<file path="config.mk">
export PLATFORM = sky130hd
export DESIGN_NAME = spi_arbiter
export DESIGN_NICKNAME = d
export VERILOG_FILES = /design/src/rtl/sonata_pkg.sv /design/src/rtl/spi_arbiter_shifter.sv /design/src/rtl/spi_arbiter.sv
export SDC_FILE = /design/constraint.sdc
export NUM_CORES = 1
export LEC_CHECK = 0
export ABC_AREA = 1
export CAP_MARGIN = 25
export CORE_MARGIN = 4
export CORE_UTILIZATION = 45
export CTS_BUF_LIST = sky130_fd_sc_hd__clkbuf_2 sky130_fd_sc_hd__clkbuf_4 sky130_fd_sc_hd__clkbuf_8
export CTS_CLUSTER_SIZE = 24
export DETAILED_ROUTE_END_ITERATION = 16
export PLACE_DENSITY_LB_ADDON = 0.3
export SLEW_MARGIN = 40
export SYNTH_ARGS = -nofsm -noshare
export SYNTH_HDL_FRONTEND = slang
export SYNTH_SLANG_ARGS = --single-unit
export TNS_END_PERCENT = 100
</file>
<file path="constraint.sdc">
create_clock -name clk_i -period 1.9 [get_ports clk_i]
set_input_delay 0.285 -clock clk_i [delete_from_list [all_inputs] [get_ports clk_i]]
set_output_delay 0.285 -clock clk_i [all_outputs]
set_load 0.01 [all_outputs]
</file>
<file path="src/rtl/sonata_pkg.sv">
//------------------------------------------------------------------------------
// Module   : sonata_pkg
// Purpose  : Shared types and constants for the SPI arbiter slice.
//            Holds the arbiter state encoding and the bits-per-byte constant.
// Revision : 1.0 - initial release
//------------------------------------------------------------------------------
`default_nettype none

package sonata_pkg;

  // Bits shifted per SPI byte and the counter width needed to index them.
  localparam int unsigned BitCount = 8;
  localparam int unsigned BitCntW  = $clog2(BitCount);

  // Arbiter FSM states.
  typedef enum logic [1:0] {
    IDLE    = 2'd0,
    SHIFT   = 2'd1,
    LOCKED  = 2'd2,
    RELEASE = 2'd3
  } arb_state_e;

endpackage : sonata_pkg

`default_nettype wire

</file>
<file path="src/rtl/spi_arbiter_shifter.sv">
//------------------------------------------------------------------------------
// Module   : spi_arbiter_shifter
// Purpose  : SPI mode-0 byte engine: SCK divider plus TX/RX shift registers.
//            A start pulse loads the TX byte and divider; eight bits are
//            shifted MSB first and done is raised during the final cycle of
//            the last SCK high phase (i.e. coincident with the 8th fall).
// Ports    : clk_i, rst_ni     - clock, async active-low reset
//            start             - load tx_byte/div and begin a byte
//            tx_byte           - byte to transmit
//            div               - SCK half-period in clk_i cycles, minus 1
//            cipo              - SPI data in (sampled on SCK rise)
//            sck, copi         - SPI clock (idles low) and data out
//            done              - final-fall strobe; rx_byte is complete
//            rx_byte           - received byte
// Revision : 1.0 - initial release
//------------------------------------------------------------------------------
`default_nettype none

module spi_arbiter_shifter
  import sonata_pkg::*;
#(
  parameter int unsigned ClkDivW = 8
) (
  input  logic                clk_i,
  input  logic                rst_ni,
  input  logic                start,
  input  logic [BitCount-1:0] tx_byte,
  input  logic [ClkDivW-1:0]  div,
  input  logic                cipo,
  output logic                sck,
  output logic                copi,
  output logic                done,
  output logic [BitCount-1:0] rx_byte
);

  localparam logic [BitCntW-1:0] LastBit = BitCntW'(BitCount - 1);

  logic                active;
  logic                sck_q;
  logic [ClkDivW-1:0]  div_q;
  logic [ClkDivW-1:0]  phase_cnt;
  logic [BitCntW-1:0]  bit_cnt;
  logic [BitCount-1:0] tx_sr;
  logic [BitCount-1:0] rx_sr;
  logic                phase_end;

  assign phase_end = active && (phase_cnt == div_q);
  assign done      = phase_end && sck_q && (bit_cnt == LastBit);
  assign sck       = sck_q;
  // MSB of the TX register is on the wire from the load onward, so it is
  // settled for a full low phase before the first rise.
  assign copi      = tx_sr[BitCount-1];
  assign rx_byte   = rx_sr;

  always_ff @(posedge clk_i or negedge rst_ni) begin
    if (!rst_ni) begin
      active    <= 1'b0;
      sck_q     <= 1'b0;
      div_q     <= '0;
      phase_cnt <= '0;
      bit_cnt   <= '0;
      tx_sr     <= '0;
      rx_sr     <= '0;
    end else if (start) begin
      active    <= 1'b1;
      sck_q     <= 1'b0;
      div_q     <= div;
      phase_cnt <= '0;
      bit_cnt   <= '0;
      tx_sr     <= tx_byte;
    end else if (active) begin
      if (phase_end) begin
        phase_cnt <= '0;
        if (!sck_q) begin
          // Rising edge: capture CIPO.
          sck_q <= 1'b1;
          rx_sr <= {rx_sr[BitCount-2:0], cipo};
        end else begin
          // Falling edge: present the next TX bit (zero-fill so COPI rests low).
          sck_q   <= 1'b0;
          tx_sr   <= {tx_sr[BitCount-2:0], 1'b0};
          bit_cnt <= bit_cnt + 1'b1;
          if (bit_cnt == LastBit) begin
            active <= 1'b0;
          end
        end
      end else begin
        phase_cnt <= phase_cnt + 1'b1;
      end
    end
  end

endmodule : spi_arbiter_shifter

`default_nettype wire

</file>
<file path="src/rtl/spi_arbiter.sv">
//------------------------------------------------------------------------------
// Module   : spi_arbiter
// Purpose  : Round-robin arbiter sharing one SPI mode-0 bus among NumReq
//            byte-stream requesters, with per-requester chip selects and
//            bus locking between bytes of a multi-byte transaction.
// Ports    : clk_i, rst_ni      - clock, async active-low reset
//            div_i              - SCK half-period minus 1 (latched per byte)
//            req_valid_i/data/last, req_ready_o - per-requester byte handshake
//            rsp_valid_o, rsp_data_o - RX byte pulse (per owner) and data
//            grant_o, busy_o    - current owner (one-hot), not-idle flag
//            timeout_o          - lock-timeout pulse
//            sck_o, copi_o, cipo_i, cs_no - SPI bus
// Config   : SPI_ARBITER_TIMEOUT_EN - when defined, an idle LOCKED bus is
//            force-released after TimeoutCycles; otherwise timeout_o is 0.
// Revision : 1.0 - initial release
//------------------------------------------------------------------------------
`default_nettype none

module spi_arbiter
  import sonata_pkg::*;
#(
  parameter int unsigned NumReq        = 2,
  parameter int unsigned ClkDivW       = 8,
  parameter int unsigned TimeoutCycles = 1024
) (
  input  logic                     clk_i,
  input  logic                     rst_ni,
  input  logic [ClkDivW-1:0]       div_i,
  input  logic [NumReq-1:0]        req_valid_i,
  input  logic [NumReq-1:0][7:0]   req_data_i,
  input  logic [NumReq-1:0]        req_last_i,
  output logic [NumReq-1:0]        req_ready_o,
  output logic [NumReq-1:0]        rsp_valid_o,
  output logic [7:0]               rsp_data_o,
  output logic [NumReq-1:0]        grant_o,
  output logic                     busy_o,
  output logic                     timeout_o,
  output logic                     sck_o,
  output logic                     copi_o,
  input  logic                     cipo_i,
  output logic [NumReq-1:0]        cs_no
);

  localparam int unsigned        IdxW    = $clog2(NumReq);
  localparam logic [IdxW-1:0]    LastIdx = IdxW'(NumReq - 1);
  localparam logic [IdxW:0]      NumReqW = (IdxW + 1)'(NumReq);

  arb_state_e          state;
  logic [IdxW-1:0]     owner;
  logic [IdxW-1:0]     ptr;
  logic                last_q;
  logic [ClkDivW-1:0]  div_q;
  logic [ClkDivW-1:0]  rel_cnt;

  logic [IdxW:0]       cand;
  logic                win_found;
  logic [IdxW-1:0]     win_idx;
  logic [NumReq-1:0]   win_onehot;
  logic [IdxW-1:0]     sel;
  logic                accept;
  logic                shift_done;
  logic [7:0]          rx_byte;

`ifdef SPI_ARBITER_TIMEOUT_EN
  localparam int unsigned     TmoW    = $clog2(TimeoutCycles + 1);
  localparam logic [TmoW-1:0] TmoLast = TmoW'(TimeoutCycles - 1);
  logic [TmoW-1:0] tmo_cnt;
  logic            timeout_q;
  assign timeout_o = timeout_q;
`else
  logic unused_timeout_cfg;
  assign unused_timeout_cfg = ^TimeoutCycles;
  assign timeout_o          = 1'b0;
`endif

  // Round-robin search starting at ptr; ptr + k is folded back into range
  // by one subtraction since it never reaches 2*NumReq.
  always_comb begin
    cand      = '0;
    win_found = 1'b0;
    win_idx   = '0;
    for (int k = 0; k < NumReq; k++) begin
      cand = {1'b0, ptr} + (IdxW + 1)'(k);
      if (cand >= NumReqW) begin
        cand = cand - NumReqW;
      end
      if (!win_found && req_valid_i[cand[IdxW-1:0]]) begin
        win_found = 1'b1;
        win_idx   = cand[IdxW-1:0];
      end
    end
  end

  always_comb begin
    win_onehot          = '0;
    win_onehot[win_idx] = 1'b1;
  end

  // Byte acceptance: arbitration winner in IDLE, only the owner in LOCKED.
  always_comb begin
    sel    = win_idx;
    accept = 1'b0;
    case (state)
      IDLE:   accept = win_found;
      LOCKED: begin
        sel    = owner;
        accept = req_valid_i[owner];
      end
      default: ;
    endcase
    req_ready_o = '0;
    if (accept) begin
      req_ready_o[sel] = 1'b1;
    end
  end

  spi_arbiter_shifter #(
    .ClkDivW (ClkDivW)
  ) u_shifter (
    .clk_i   (clk_i),
    .rst_ni  (rst_ni),
    .start   (accept),
    .tx_byte (req_data_i[sel]),
    .div     (div_i),
    .cipo    (cipo_i),
    .sck     (sck_o),
    .copi    (copi_o),
    .done    (shift_done),
    .rx_byte (rx_byte)
  );

  always_ff @(posedge clk_i or negedge rst_ni) begin
    if (!rst_ni) begin
      state       <= IDLE;
      owner       <= '0;
      ptr         <= '0;
      last_q      <= 1'b0;
      div_q       <= '0;
      rel_cnt     <= '0;
      cs_no       <= '1;
      grant_o     <= '0;
      busy_o      <= 1'b0;
      rsp_valid_o <= '0;
      rsp_data_o  <= '0;
`ifdef SPI_ARBITER_TIMEOUT_EN
      tmo_cnt     <= '0;
      timeout_q   <= 1'b0;
`endif
    end else begin
      rsp_valid_o <= '0;
`ifdef SPI_ARBITER_TIMEOUT_EN
      timeout_q   <= 1'b0;
`endif
      case (state)
        IDLE: begin
          if (win_found) begin
            owner   <= win_idx;
            grant_o <= win_onehot;
            cs_no   <= ~win_onehot;
            last_q  <= req_last_i[win_idx];
            div_q   <= div_i;
            busy_o  <= 1'b1;
            state   <= SHIFT;
          end
        end

        SHIFT: begin
          if (shift_done) begin
            rsp_valid_o <= grant_o;
            rsp_data_o  <= rx_byte;
            if (last_q) begin
              state   <= RELEASE;
              cs_no   <= '1;
              rel_cnt <= '0;
            end else begin
              state   <= LOCKED;
`ifdef SPI_ARBITER_TIMEOUT_EN
              tmo_cnt <= '0;
`endif
            end
          end
        end

        LOCKED: begin
          if (req_valid_i[owner]) begin
            last_q <= req_last_i[owner];
            div_q  <= div_i;
            state  <= SHIFT;
          end
`ifdef SPI_ARBITER_TIMEOUT_EN
          else if (tmo_cnt == TmoLast) begin
            timeout_q <= 1'b1;
            state     <= RELEASE;
            cs_no     <= '1;
            rel_cnt   <= '0;
          end else begin
            tmo_cnt <= tmo_cnt + 1'b1;
          end
`endif
        end

        RELEASE: begin
          // CS deselect gap of div_q+1 cycles, then hand priority onward.
          if (rel_cnt == div_q) begin
            state   <= IDLE;
            grant_o <= '0;
            busy_o  <= 1'b0;
            ptr     <= (owner == LastIdx) ? '0 : owner + 1'b1;
          end else begin
            rel_cnt <= rel_cnt + 1'b1;
          end
        end

        default: state <= IDLE;
      endcase
    end
  end

endmodule : spi_arbiter

`default_nettype wire

</file>
== Yosys cells after proc, flatten, opt, wreduce, memory -nomap -nowiden ==
Cells that the tools add are included.
Storage, ports and cells
  output and inout port bits: 20
  bits in latches: 0
  bits in read-only memories: 0
  bits in writable memories: 0
  input bits: 31
  memories kept: 0
  register bits after elaboration: 73
Operators by class
  magnitude comparators: 9
  bitwise operators: 3
  div/mod/pow operators: 0
  shift-type cells: 0
  reduce and logical (&&, ||, !) cells: 26
  multiply operators: 0
  eq/ne operators: 12
  multiplexer cells: 73
  add/subtract/negate cells: 7
Operators by type and width (number)
  2-to-1 mux 8 bit: 14
  2-to-1 mux 1 bit: 34
  case mux 8 bit (2 select lines): 2
  2-to-1 mux 2 bit: 11
  adder 8 x 1 -> 8 bit (second input constant): 2
  equality test 8 bit: 2
  AND reduction 4 bit: 4
  nonzero test 2 bit: 7
  2-to-1 mux 3 bit: 4
  inequality test 2 bit (second input constant): 6
  less-than comparator 1 x 2 -> 1 bit (second input constant): 5
  AND reduction 3 bit: 3
  case mux 2 bit (2 select lines): 2
  case mux 2 bit (4 select lines): 1
  AND reduction 2 bit: 4
  logical AND 1 bit: 6
  case mux 1 bit (2 select lines): 3
  equality test 2 bit (second input constant): 2
  adder 3 x 1 -> 3 bit (second input constant): 1
  equality test 3 bit (second input constant): 1
  adder 1 x 1 -> 2 bit (second input constant): 1
  demux 1 bit (select 1 bit): 2
  equality test 2 x 1 -> 1 bit (second input constant): 1
  >= comparator 1 bit (second input constant): 2
  other kinds (8): 10

== Depth between registers and ports, before layout ==
Gate-level depths: netlist of the first run.
  word-level depth: 15
  depth in mapped cells: 12
  gate-level depth less buffers: 12

== Modules after synthesis ==
Synthesis of the first run repeated with hierarchy kept, for this count alone.
Second synthesis, totals
  cells, all modules: 488
  area, all modules: 3771.1 µm²
By module, submodules not included
  spi_arbiter: cells each 256, sequential area each 903.4 µm², area an instance 1925.6 µm², times used 1
  spi_arbiter_shifter: cells each 232, sequential area each 925.9 µm², area an instance 1845.5 µm², times used 1

== Least setup slack after synthesis of the first run ==
No wires, ideal clock.
  path type: register to register
  start: register u_shifter.phase_cnt[6]
  end: register rsp_data_o[1]
  clock period less this slack: 1.520 ns
  buffers on the path: 1
  setup slack: 0.380 ns
  stages on the path, launching flop included: 10
  setup time: 0.117 ns
  data required time: 1.783 ns
  arrival time: 1.403 ns
  cells stage by stage: dfrtp_1 xnor2_1 nand4_1 nor2_4 nand2_4 nor2_8 inv_2 buf_6 nand2_1 nand2_1
Between the ends
  word-level cells in the longest chain between the ends: 5
RTL lines
  start, declared: line spi_arbiter_shifter.sv:41  | logic [ClkDivW-1:0] phase_cnt;
  start signal, assigned: line spi_arbiter_shifter.sv:88  | phase_cnt <= phase_cnt + 1'b1;
  equality test 8 bit: line spi_arbiter_shifter.sv:47  | assign phase_end = active && (phase_cnt == div_q);
  logical AND 1 bit: line spi_arbiter_shifter.sv:47
  logical AND 1 bit (2 in series): line spi_arbiter_shifter.sv:48  | assign done = phase_end && sck_q && (bit_cnt == LastBit);
  AND reduction 2 bit (no source line)
  end signal, assigned: line spi_arbiter.sv:170  | rsp_data_o <= rx_byte;
  end, declared: line spi_arbiter.sv:34  | output logic [7:0] rsp_data_o,
No other way between the ends.
A chain may end at the register's enable or synchronous reset.

== Final worst setup path of the first run ==
  start: register state[1]
  end: output port req_ready_o[0]
Between the ends
  word-level cells in the longest chain between the ends: 7
RTL lines
  start, declared: line spi_arbiter.sv:48  | arb_state_e state;
  start signal, assigned: line spi_arbiter.sv:134  | state <= IDLE;
  start signal, assigned: line spi_arbiter.sv:163  | state <= SHIFT;
  start signal, assigned: line spi_arbiter.sv:172  | state <= RELEASE;
  equality test 2 bit: line spi_arbiter.sv:103  | case (state)
  2-to-1 mux 1 bit: line spi_arbiter.sv:103
  less-than comparator 1 x 2 -> 1 bit (not written as such) / >= comparator 1 bit (equally long branches): line spi_arbiter.sv:113  | req_ready_o[sel] = 1'b1;
  logical AND 1 bit (not written as such): line spi_arbiter.sv:113
  2-to-1 mux 1 bit (not written as such): line spi_arbiter.sv:113
  demux 1 bit (select 1 bit): line spi_arbiter.sv:113
  2-to-1 mux 2 bit *: line spi_arbiter.sv:112  | if (accept) begin
  end, declared: line spi_arbiter.sv:32  | output logic [NumReq-1:0] req_ready_o,
Every way passes the cells marked *; elsewhere a longest branch is shown, timed or not.

==> impl_results.md, run 1 <==
- Unrepaired setup endpoints after global routing: no
- Core Rows: 32
- Syn Nets: ~520
- Max incr delay on CP: 0.41 ns
- Switching part of the total power: 38.1%
- # IOs: 51
- Kind of critical path: register to output pin
- Root Driver: clkbuf_8
- Fmax: 562 MHz
- Tmin final: roughly 1.8 ns
- Hpwl dp: 6110 µm
- Mapped Cells: 483
- Comb power frac: between 30% and 40%
- Area grow syn2layout: 26.3%
- Pwr Density: 1210 nW/µm²
- Cell Int Power: 3.47 mW
- Nets@finish: 592
- Main combinational cell family by area after synthesis: simple AND/OR/NAND/NOR gates
- DP Cell Count: 643
- Largest net degree at the start of global routing: 55
- WL/cell: 12.5 µm
- Most frequent cells in the layout: nand2_1 (183), dfrtp_1 (71), nand3_1 (47)
- Initial core utilization: a little under half
- FF+latch count, synth: 73
- Drt pass-1 iters: 4
- Commonest non-fill, non-tap cell in the layout: nand2_1
- DIE HEIGHT: 98.4 µm
- EDFF count, synth: 0
- Clock Pin Slew Worst Setup and Hold Paths: 0.08 ns
- Final setup fails: 0
- Mux cell area share after synthesis: 0%
- Global-route wire length before repair: 14600 µm
- Clock Latency Late Sink: 0.35 ns
- Vias in the first global route: 3289
- CTS tree: done
- Number of port buffers: between 40 and 50
- Status: complete, no violations
- Layout cells sized above 1: between 10% and 20%
- Arr. time, crit path: approximately 1.5 ns
- Syn. warnings: 0
- Post-synth top flop: dfrtp_1
- Clock power share: between 20% and 30%
- Fin cells: 664
- Type of the tightest min-delay check: input pin to async pin
- Lkg Pwr: 2.41 nW
- CP Cell Sequence: buf_4 > nor2_4 > o21ai_4 > nand2_4 > nand2_2 > clkinv_1 > buf_2
- Worst path required time: 1.62 ns
- Initial antenna violation count: 0
- Vias per cell: ~4.9
- Seq/Total Area, Yosys: 49.7%
- Diode count: 0
- Fillers: 716
- Grt total ovfl: 0
- CTS H-tree depth: 3
- Gpl congestion: 0.852
- Synth Area in Compound Gates: under 10%
- Slew Limit Fails: 0
- Max Buffers Root-to-Sink: 2
- Synth Area in Simple Gates: 32.7%
- Synth unique cells: 32
- R2R Path Start: state[1]
- Util after Layout: 59.3%
- Reg-to-reg setup timing slack: 0.16 ns
- Avg Synthesized Cell Area: ~7.6 µm²
- Final period utilization: a little over nine tenths
- VDD IR max: between 0.5 and 0.6 mV
- TritonCTS buffer count: 9
- Vias post-DR: 3282
- Clock Sinks: 73
- Xor/xnor cell area share of the yosys netlist: 1.67%
- Total Routing Usage GR: 18.2%
- Synth area leaders: dfrtp_1 (48%), nand2_1 (19%), nand3_1 (6.4%), o21ai_0 (5.2%), inv_1 (4.7%)
- Die width: 98.4 µm
- Reg power frac: 40.5%
- Synth area leader: dfrtp_1
- Top cell type's share of synthesized area: 48.3%
- Highest fanout seen on the critical path: 4
- Cell Area, Synth: 3680 µm²
- Post-Synth Adder-Cell Area: under 10%
- Net load switching power: 2.14 mW
- MaxCap Viol Count: 0
- DRT antenna net count: 0
- Core Area: roughly 8000 µm²
- Worst setup SP type: register
- Critical-path top delay cell: dfrtp_1
- Final wirelength: approximately 8300 µm
- CP startpoint: state[1]
- # DRC: 0
- Fin. Hold Viols: 0
- Worst Skew: 0.00705 ns
- R2R cell count: 11
- Initial DRC Count: around 130
- Critical path endpoint category: output pin
- Post-synth ARST share: 100%
- Die area: 9690 µm²
[registers in the layout, indices dropped and copies added (netlist names), 2 cells and up]
signal / count
div_q: 8
state: 2
u_shifter.tx_sr: 8
rsp_data_o: 8
rel_cnt: 8
u_shifter.bit_cnt: 3
grant_o: 2
cs_no: 2
rsp_valid_o: 2
u_shifter.phase_cnt: 8
u_shifter.div_q: 8
u_shifter.rx_byte: 8
[synth_stat cells, drive strengths merged, types with 2 or more instances]
master	count
nor2	33
inv	54
nor3	5
xnor2	4
o21ai	42
nand2	190
a21oi	9
buf	6
dfrtp	71
nand3	47
clkbuf	2
ha	4
dfstp	2
nand4	5
xor2	3
[per-stage QoR]
step                      hold WS [ns]  instance area [µm²]  TNS, ns  total power [mW]  worst slack, ns
after detailed placement         0.271                 4380    -6.36              4.37           -0.346
after global routing             0.456                 4650        0              6.06           0.0152
after floorplan                -0.0106                 3680        0              3.58            0.380
final                            0.424                 4650        0              5.61            0.120
after CTS                        0.439                 4620        0              5.59          0.00260
after global placement           0.266                 4380    -5.97              4.29           -0.356
[power groups by stage]
stage               Combinational [mW]  Sequential [mW]  Clock (mW)
detailed placement                2.09             2.28           0
global route                      2.45             2.33        1.29
CTS                               2.11             2.26        1.22
finish                            2.14             2.27        1.20
floorplan                         1.36             2.23           0
global placement                  2.03             2.26           0
[critical path: cells and delay by family (launching register included)]
kind / cells / cell delay (ns)
buffers and inverters: 3 / 0.33
flip-flops: 1 / 0.41
AO/OA/AOI/OAI: 1 / 0.09
AND/OR/NAND/NOR: 3 / 0.32
[repair_timing]
item | 4_1_cts | 5_1_grt
resized for setup | 11 | 10
hold buffers | 1 | 0
buffers inserted | 3 | 1
pin swaps | 3 | 2
cloned | 0 | 0
endpoints found under the setup margin | 4 | 22
endpoints found under the hold margin | 17 | 0
[per-layer routing]
metal	wire length [µm]	global-route usage, %	up-vias
li1	-	-	1677
met1	3790	23.4	1521
met2	3920	29.7	70
met3	441	4.67	14
met4	150	7.04	0
met5	0	0	-
[final timing paths]
path,end
max reg2reg,u_shifter.tx_sr[2]
max in group asynchronous,state[1]
min,rel_cnt[3]
min reg2reg,rsp_data_o[6]
min in group clk_i,rsp_data_o[6]
max,req_ready_o[0]
[area by class of cell]
class                      instances  area [µm²]  share of cell area, %
timing repair buffer              71         658                   14.2
tap                              102         128                   2.74
inverter                          55         206                   4.44
sequential                        73        1830                   39.3
clock buffer                      10         138                   2.96
multi-input combinational        347        1630                   35.1
clock inverter                     6        57.6                   1.24
[cells by family (layout without fill, tap and decap cells)]
family / count (synthesis) / after routing
compound gates: 53 / 53
xor+xnor: 7 / 7
fa+ha+maj: 4 / 4
buf+inv: 63 / 142
flops: 73 / 73
other cells: 1 / 1
simple gates: 282 / 282
No activity file was read; power rests on OpenSTA's default activity.
==> run 2, diff against run 1 <==
CORE_UTILIZATION = 41   (was 45)
==> run 2 against run 1 <==
Compared with the run above:
- global-route usage shrank 0.78 points
- combinational power grew 2%
- count of clock-buffer cells in the layout grew 1
- total power grew 8.1%
- flip-flop and latch count is the same
- setup slack gained 0.0047 ns
- critical path depth grew 3
- critical endpoint is now u_shifter.bit_cnt[0]
==> impl_results.md, run 2 (synthesis results as in run 1) <==
- Initial DRC Count: 121 (-8.3%)
- R2R Path Start: state[1]
- Vias post-DR: 3350 (+2.1%)
- DIE HEIGHT: 103 µm (+4.4%)
- Initial antenna violation count: 0 (unchanged)
- CTS H-tree depth: 3 (unchanged)
- CP Cell Sequence: buf_4 > nor2_4 > o21ai_4 > nand2_2 > buf_6 > nor2_1 > inv_2 > nand2_4 > nand2_1 > o21ai_0
- Pwr Density: 1270 nW/µm² (+5.2%)
- Crit path buffers/inverters: 3 (unchanged)
- Commonest non-fill, non-tap cell in the layout: nand2_1
- Critical-path top delay cell: dfrtp_1
- Root Driver: clkbuf_8
- Hpwl dp: 6080 µm (-0.42%)
- Fin cells: 674 (+1.5%)
- Vias per cell: 4.97 (+0.56%)
- Highest fanout seen on the critical path: 23 (+19)
- WL/cell: 12.6 µm (+1.0%)
- DRT antenna net count: 0 (unchanged)
- Critical path endpoint category: register
- Core Rows: 34 (+6.3%)
- VDD IR max: 0.641 mV (+25%)
- Drt pass-1 iters: 5 (+1)
- Largest net degree at the start of global routing: 74 (+35%)
- CP startpoint: state[1]
- Util after Layout: 54.8% (-4.5 points)
- Clock Sinks: 73 (unchanged)
- Total Routing Usage GR: 17.5% (-0.78 points)
- Area grow syn2layout: 29.8%
- Worst hold slack: 0.473 ns (+0.0491 ns)
- Type of the tightest min-delay check: input pin to async pin
- Max Buffers Root-to-Sink: 2 (unchanged)
- TritonCTS buffer count: 9 (unchanged)
- Grt total ovfl: 0 (unchanged)
- Layout cells sized above 1: 12.9% (+0.80 points)
- Max incr delay on CP: 0.41 ns (about the same)
- Final wirelength: 8510 µm (+2.6%)
- Gpl congestion: 0.855 (+0.29%)
- Clock Latency Late Sink: 0.35 ns (about the same)
- Die area: 10600 µm² (+8.9%)
- Initial core utilization: 42.2% (-4.7 points)
- Fin. Hold Viols: 0 (unchanged)
- Fillers: 834 (+16%)
- Lkg Pwr: 2.46 nW (+2.0%)
- Number of port buffers: 49 (unchanged)
- Worst setup SP type: register
- Cell family with most CP delay: buffers and inverters
- Global-route wire length before repair: 14500 µm (-0.76%)
- Diode count: 0 (unchanged)
- Worst Skew: 0.00991 ns (+0.00285 ns)
- CTS tree: done
- Die width: 103 µm (+4.4%)
- DP Cell Count: 652 (+1.4%)
- # IOs: 51 (unchanged)
- Nets@finish: 596 (+0.68%)
- Arr. time, crit path: 2.00 ns (+0.50 ns)
- Final setup fails: 0 (unchanged)
- Clock Pin Slew Worst Setup and Hold Paths: 0.08 ns (about the same)
- Kind of critical path: register to register
- Vias in the first global route: 3218 (-2.2%)
- Slew Limit Fails: 0 (unchanged)
- Tmin final: 1.78 ns (-0.00471 ns)
- Worst path required time: 2.12 ns (+0.50 ns)
- Sum Neg Setup Slack: 0 ns (unchanged)
- Core Area: 8720 µm² (+11%)
- Most frequent cells in the layout: nand2_1 (185), dfrtp_1 (70), nand3_1 (47)
- Fmax: 563 MHz (+0.26%)
- # DRC: 0 (unchanged)
- Final period utilization: 93.5% (-0.25 points)
- MaxCap Viol Count: 0 (unchanged)
- Status: complete, no violations
run 2: cell type report:
type                            count  area [µm²]  area share [%]
Sequential cell                    73        1830            38.3
Timing Repair Buffer               74         704            14.7
Tap cell                          108         135            2.83
Clock buffer                       11         139            2.91
Inverter                           55         213            4.45
Multi-Input combinational cell    347        1620            34.0
Timing Repair inverter              1        5.00           0.105
Clock inverter                      5         128            2.67
run 2: worst register-to-register path, stage by stage, from the launching register on:
cell     delay, ns
dfrtp_1       0.41
buf_4         0.15
nor2_4        0.11
o21ai_4       0.08
nand2_2       0.12
buf_6         0.20
nor2_1        0.07
inv_2         0.20
nand2_4       0.15
nand2_1       0.09
o21ai_0       0.07
run 2: worst paths after layout:
| path | end | slack [ns] | cells past startpoint |
|---|---|---|---|
| worst min-delay path | u_shifter.div_q[0] | 0.47 | 3 |
| max in group asynchronous | cs_no[1] | 1.06 | 3 |
| worst min register to register | busy_o | 0.47 | 2 |
| worst max register to register | u_shifter.bit_cnt[0] | 0.12 | 10 |
| worst max-delay path | u_shifter.bit_cnt[0] | 0.12 | 10 |
| min in group clk_i | u_shifter.rx_byte[0] | 0.47 | 3 |
run 2: metal layers:
layer | up-vias | track usage (%) | share of wire, %
met3 | 12 | 3.86 | 5.3
met5 | - | 0 | 0
met1 | 1563 | 23.2 | 47
li1 | 1680 | - | -
met2 | 95 | 28.1 | 47
met4 | 0 | 6.57 | 1.6
run 2: through the flow:
| step | area (µm²) | worst slack, ns | total power, mW |
|---|---|---|---|
| 3_5_place_dp | 4420 | -0.382 | 4.41 |
| 5_1_grt | 4780 | -0.0143 | 6.50 |
| 6_report | 4780 | 0.124 | 6.06 |
| 3_3_place_gp | 4420 | -0.353 | 4.35 |
| 4_1_cts | 4720 | -0.00495 | 6.05 |
| 2_1_floorplan | 3680 | 0.380 | 3.58 |
run 2: power by group:
part	internal (mW)	switching, mW	total [mW]
Sequential	1.96	0.308	2.27
Combinational	0.897	1.28	2.18
Clock	1.04	0.576	1.61
Total	3.90	2.17	6.06
run 2: repair_timing:
action                                 CTS  global route
endpoints found under the hold margin   71             0
resized for setup                       11            11
setup buffers                            1             3
setup endpoints to repair                2            27
gates cloned                             0             1
pin swaps                                1             0
hold buffers                             1             0
==> run 3, diff against run 2 <==
GPL_TIMING_DRIVEN = 0   (was default)
==> run 3 against run 2 <==
Compared with the run above:
- clock skew rose by 0.0078 ns
- combinational power fell by 2%
- critical path depth fell by 4
- fmax fell by 2.2%
- total power fell by 8.4%
- global-route usage fell by 0.27 points
- die area did not move
- routed wire length fell by 1.4%
- count of clock-buffer cells in the layout fell by 2
- sequential share of layout area rose by 0.97 points
- cell count fell by 0.59%
==> impl_results.md, run 3 (synthesis results as in run 1) <==
- Die width: 103 µm (unchanged)
- Nets@finish: 592 (-0.67%)
- Initial core utilization: 42.2% (unchanged)
- MaxCap Viol Count: 0 (unchanged)
- Placed Area: 4340 µm² (-2.0%)
- Vias post-DR: 3302 (-1.4%)
- Drt pass-1 iters: 4 (-1)
- Hpwl dp: 5980 µm (-1.7%)
- Util after Layout: 53.5% (-1.3 points)
- Clock Latency Late Sink: 0.36 ns (about the same)
- R2R Path Start: state[1]
- WL/cell: 12.5 µm (-0.79%)
- Area of the multi-input gates: 1640 µm² (+0.77%)
- Final period utilization: 95.5% (+2.1 points)
- Tmin final: 1.82 ns (+0.0393 ns)
- Fmax: 551 MHz (-2.2%)
- Switching part of the total power: 40.2% (+4.5 points)
- Vias per cell: 4.93 (-0.84%)
- Final setup fails: 0 (unchanged)
- DP Cell Count: 641 (-1.7%)
- Fin. Hold Viols: 0 (unchanged)
- Net load switching power: 2.23 mW (+3.1%)
- Clock Sinks: 73 (unchanged)
- DIE HEIGHT: 103 µm (unchanged)
- TritonCTS buffer count: 9 (unchanged)
- Comb power frac: 38.6% (+2.6 points)
- Reg-to-Reg End: u_shifter.tx_sr[3]
- Worst setup SP type: register
- Layout cells sized above 1: 12.6% (-0.26 points)
- Highest fanout seen on the critical path: 4 (-83%)
- Reg power frac: 40.8% (+3.3 points)
- Max Buffers Root-to-Sink: 2 (unchanged)
- Status: complete, no violations
- Global-route wire length before repair: 14400 µm (-0.66%)
- R2R cell count: 10 (unchanged)
- Number of port buffers: 49 (unchanged)
- Kind of critical path: register to output pin
- Fillers: 835 (+0.12%)
- Area grow syn2layout: 26.8%
- VDD IR max: 0.616 mV (-3.9%)
- CTS tree: done
- Commonest non-fill, non-tap cell in the layout: nand2_1
- Die area: 10600 µm² (unchanged)
- Reg-to-reg setup timing slack: 0.14 ns (+0.02 ns)
- Type of the tightest min-delay check: input pin to async pin
- Finished Cell Area: 4670 µm² (-2.3%)
- Worst Skew: 0.0177 ns (+0.00783 ns)
- Diode count: 0 (unchanged)
- Most frequent cells in the layout: nand2_1 (182), dfrtp_1 (68), nand3_1 (47)
- # IOs: 51 (unchanged)
- Grt total ovfl: 0 (unchanged)
- Sum Neg Setup Slack: 0 ns (unchanged)
- Clock power share: 20.7% (-5.9 points)
- DRT antenna net count: 0 (unchanged)
- Critical path endpoint category: output pin
- Slew Limit Fails: 0 (unchanged)
- # DRC: 0 (unchanged)
- Fin cells: 670 (-0.59%)
- Pwr Density: 1190 nW/µm² (-6.2%)
- Cell Int Power: 3.32 mW (-15%)
- Core Area: 8720 µm² (unchanged)
- CTS H-tree depth: 3 (unchanged)
- Total Routing Usage GR: 17.2% (-0.27 points)
- Final wirelength: 8390 µm (-1.4%)
- Worst path required time: 1.62 ns (-0.50 ns)
- Lkg Pwr: 2.39 nW (-2.7%)
- Largest net degree at the start of global routing: 56 (-24%)
- Clock Pin Slew Worst Setup and Hold Paths: 0.09 ns (about the same)
- Root Driver: clkbuf_8
- Seq. cell area: 1830 µm² (+0.14%)
- Initial antenna violation count: 0 (unchanged)
- Arr. time, crit path: 1.53 ns (-0.47 ns)
- Initial DRC Count: 136 (+12%)
- Core Rows: 34 (unchanged)
- Vias in the first global route: 3212 (-0.19%)
- Gpl congestion: 0.843 (-1.3%)
run 3: changes by cell type in the layout (fill, tap and decap cells not counted), moves of 3 or more:
cell / change
buf_4: -6
inv_6: +3
nand2_1: -3
buf_12: -3
bufinv_16: -4
clkinv_4: +3
run 3: worst max path at each step:
stage / startpoint / to / slack (ns) / depth (start not counted)
CTS: state[1] / req_ready_o[0] / -0.003 / 8
floorplan: u_shifter.phase_cnt[6] / rsp_data_o[1] / 0.38 / 9
finish: state[1] / req_ready_o[0] / 0.08 / 6
global route: state[1] / req_ready_o[0] / -0.00005 / 6
global placement: rst_ni / rsp_data_o[0] / -2.01 / 1
detailed placement: req_valid_i[1] / req_ready_o[0] / -0.57 / 6
run 3: area by class of cell:
type | count | share of cell area, %
tap | 108 | 2.90
clock buffer | 9 | 2.65
clock inverter | 7 | 1.29
multi-input combinational | 347 | 35.1
sequential | 73 | 39.3
inverter | 55 | 4.45
timing repair buffer | 63 | 13.1
buffer | 8 | 1.23
run 3: stage by stage:
stage | total power, mW | setup slack, ns | hold slack, ns
floorplan | 3.58 | 0.380 | -0.0106
global placement | 4.17 | -2.01 | 0.458
detailed placement | 4.24 | -0.570 | 0.139
CTS | 5.50 | -0.00291 | 0.340
global route | 6.02 | -0.0000491 | 0.337
finish | 5.56 | 0.0850 | 0.335
run 3: what timing repair did:
action,4_1_cts,5_1_grt
pin swaps,1,2
resized for setup,17,9
endpoints found under the setup margin,2,23
buffers inserted,7,5
hold buffers,1,0
endpoints found under the hold margin,18,0
gates cloned,0,0
run 3: critical path, stage by stage (launching register included):
cell and delay, ns:
dfrtp_2 0.45, nor2_4 0.17, o21ai_4 0.10, nand2_4 0.11, nand2_2 0.07, clkinv_2 0.06
clkdlybuf4s15_2 0.21
run 3: power groups by stage:
stage	registers [mW]	clock network, mW	logic, mW
6_report	2.27	1.15	2.14
5_1_grt	2.32	1.25	2.45
4_1_cts	2.26	1.17	2.06
3_5_place_dp	2.28	0	1.96
3_3_place_gp	2.27	0	1.90
2_1_floorplan	2.23	0	1.36
run 3: layer usage:
layer  global-route usage (%)  vias to the layer above  part of all wire [%]  routed length (µm)
li1                         -                     1671                     -                   -
met1                     24.2                     1529                    48                4010
met2                     26.2                       87                    46                3830
met3                     4.60                       15                   5.1                 429
met4                     5.08                        0                   1.5                 122
met5                        0                        -                     0                   0
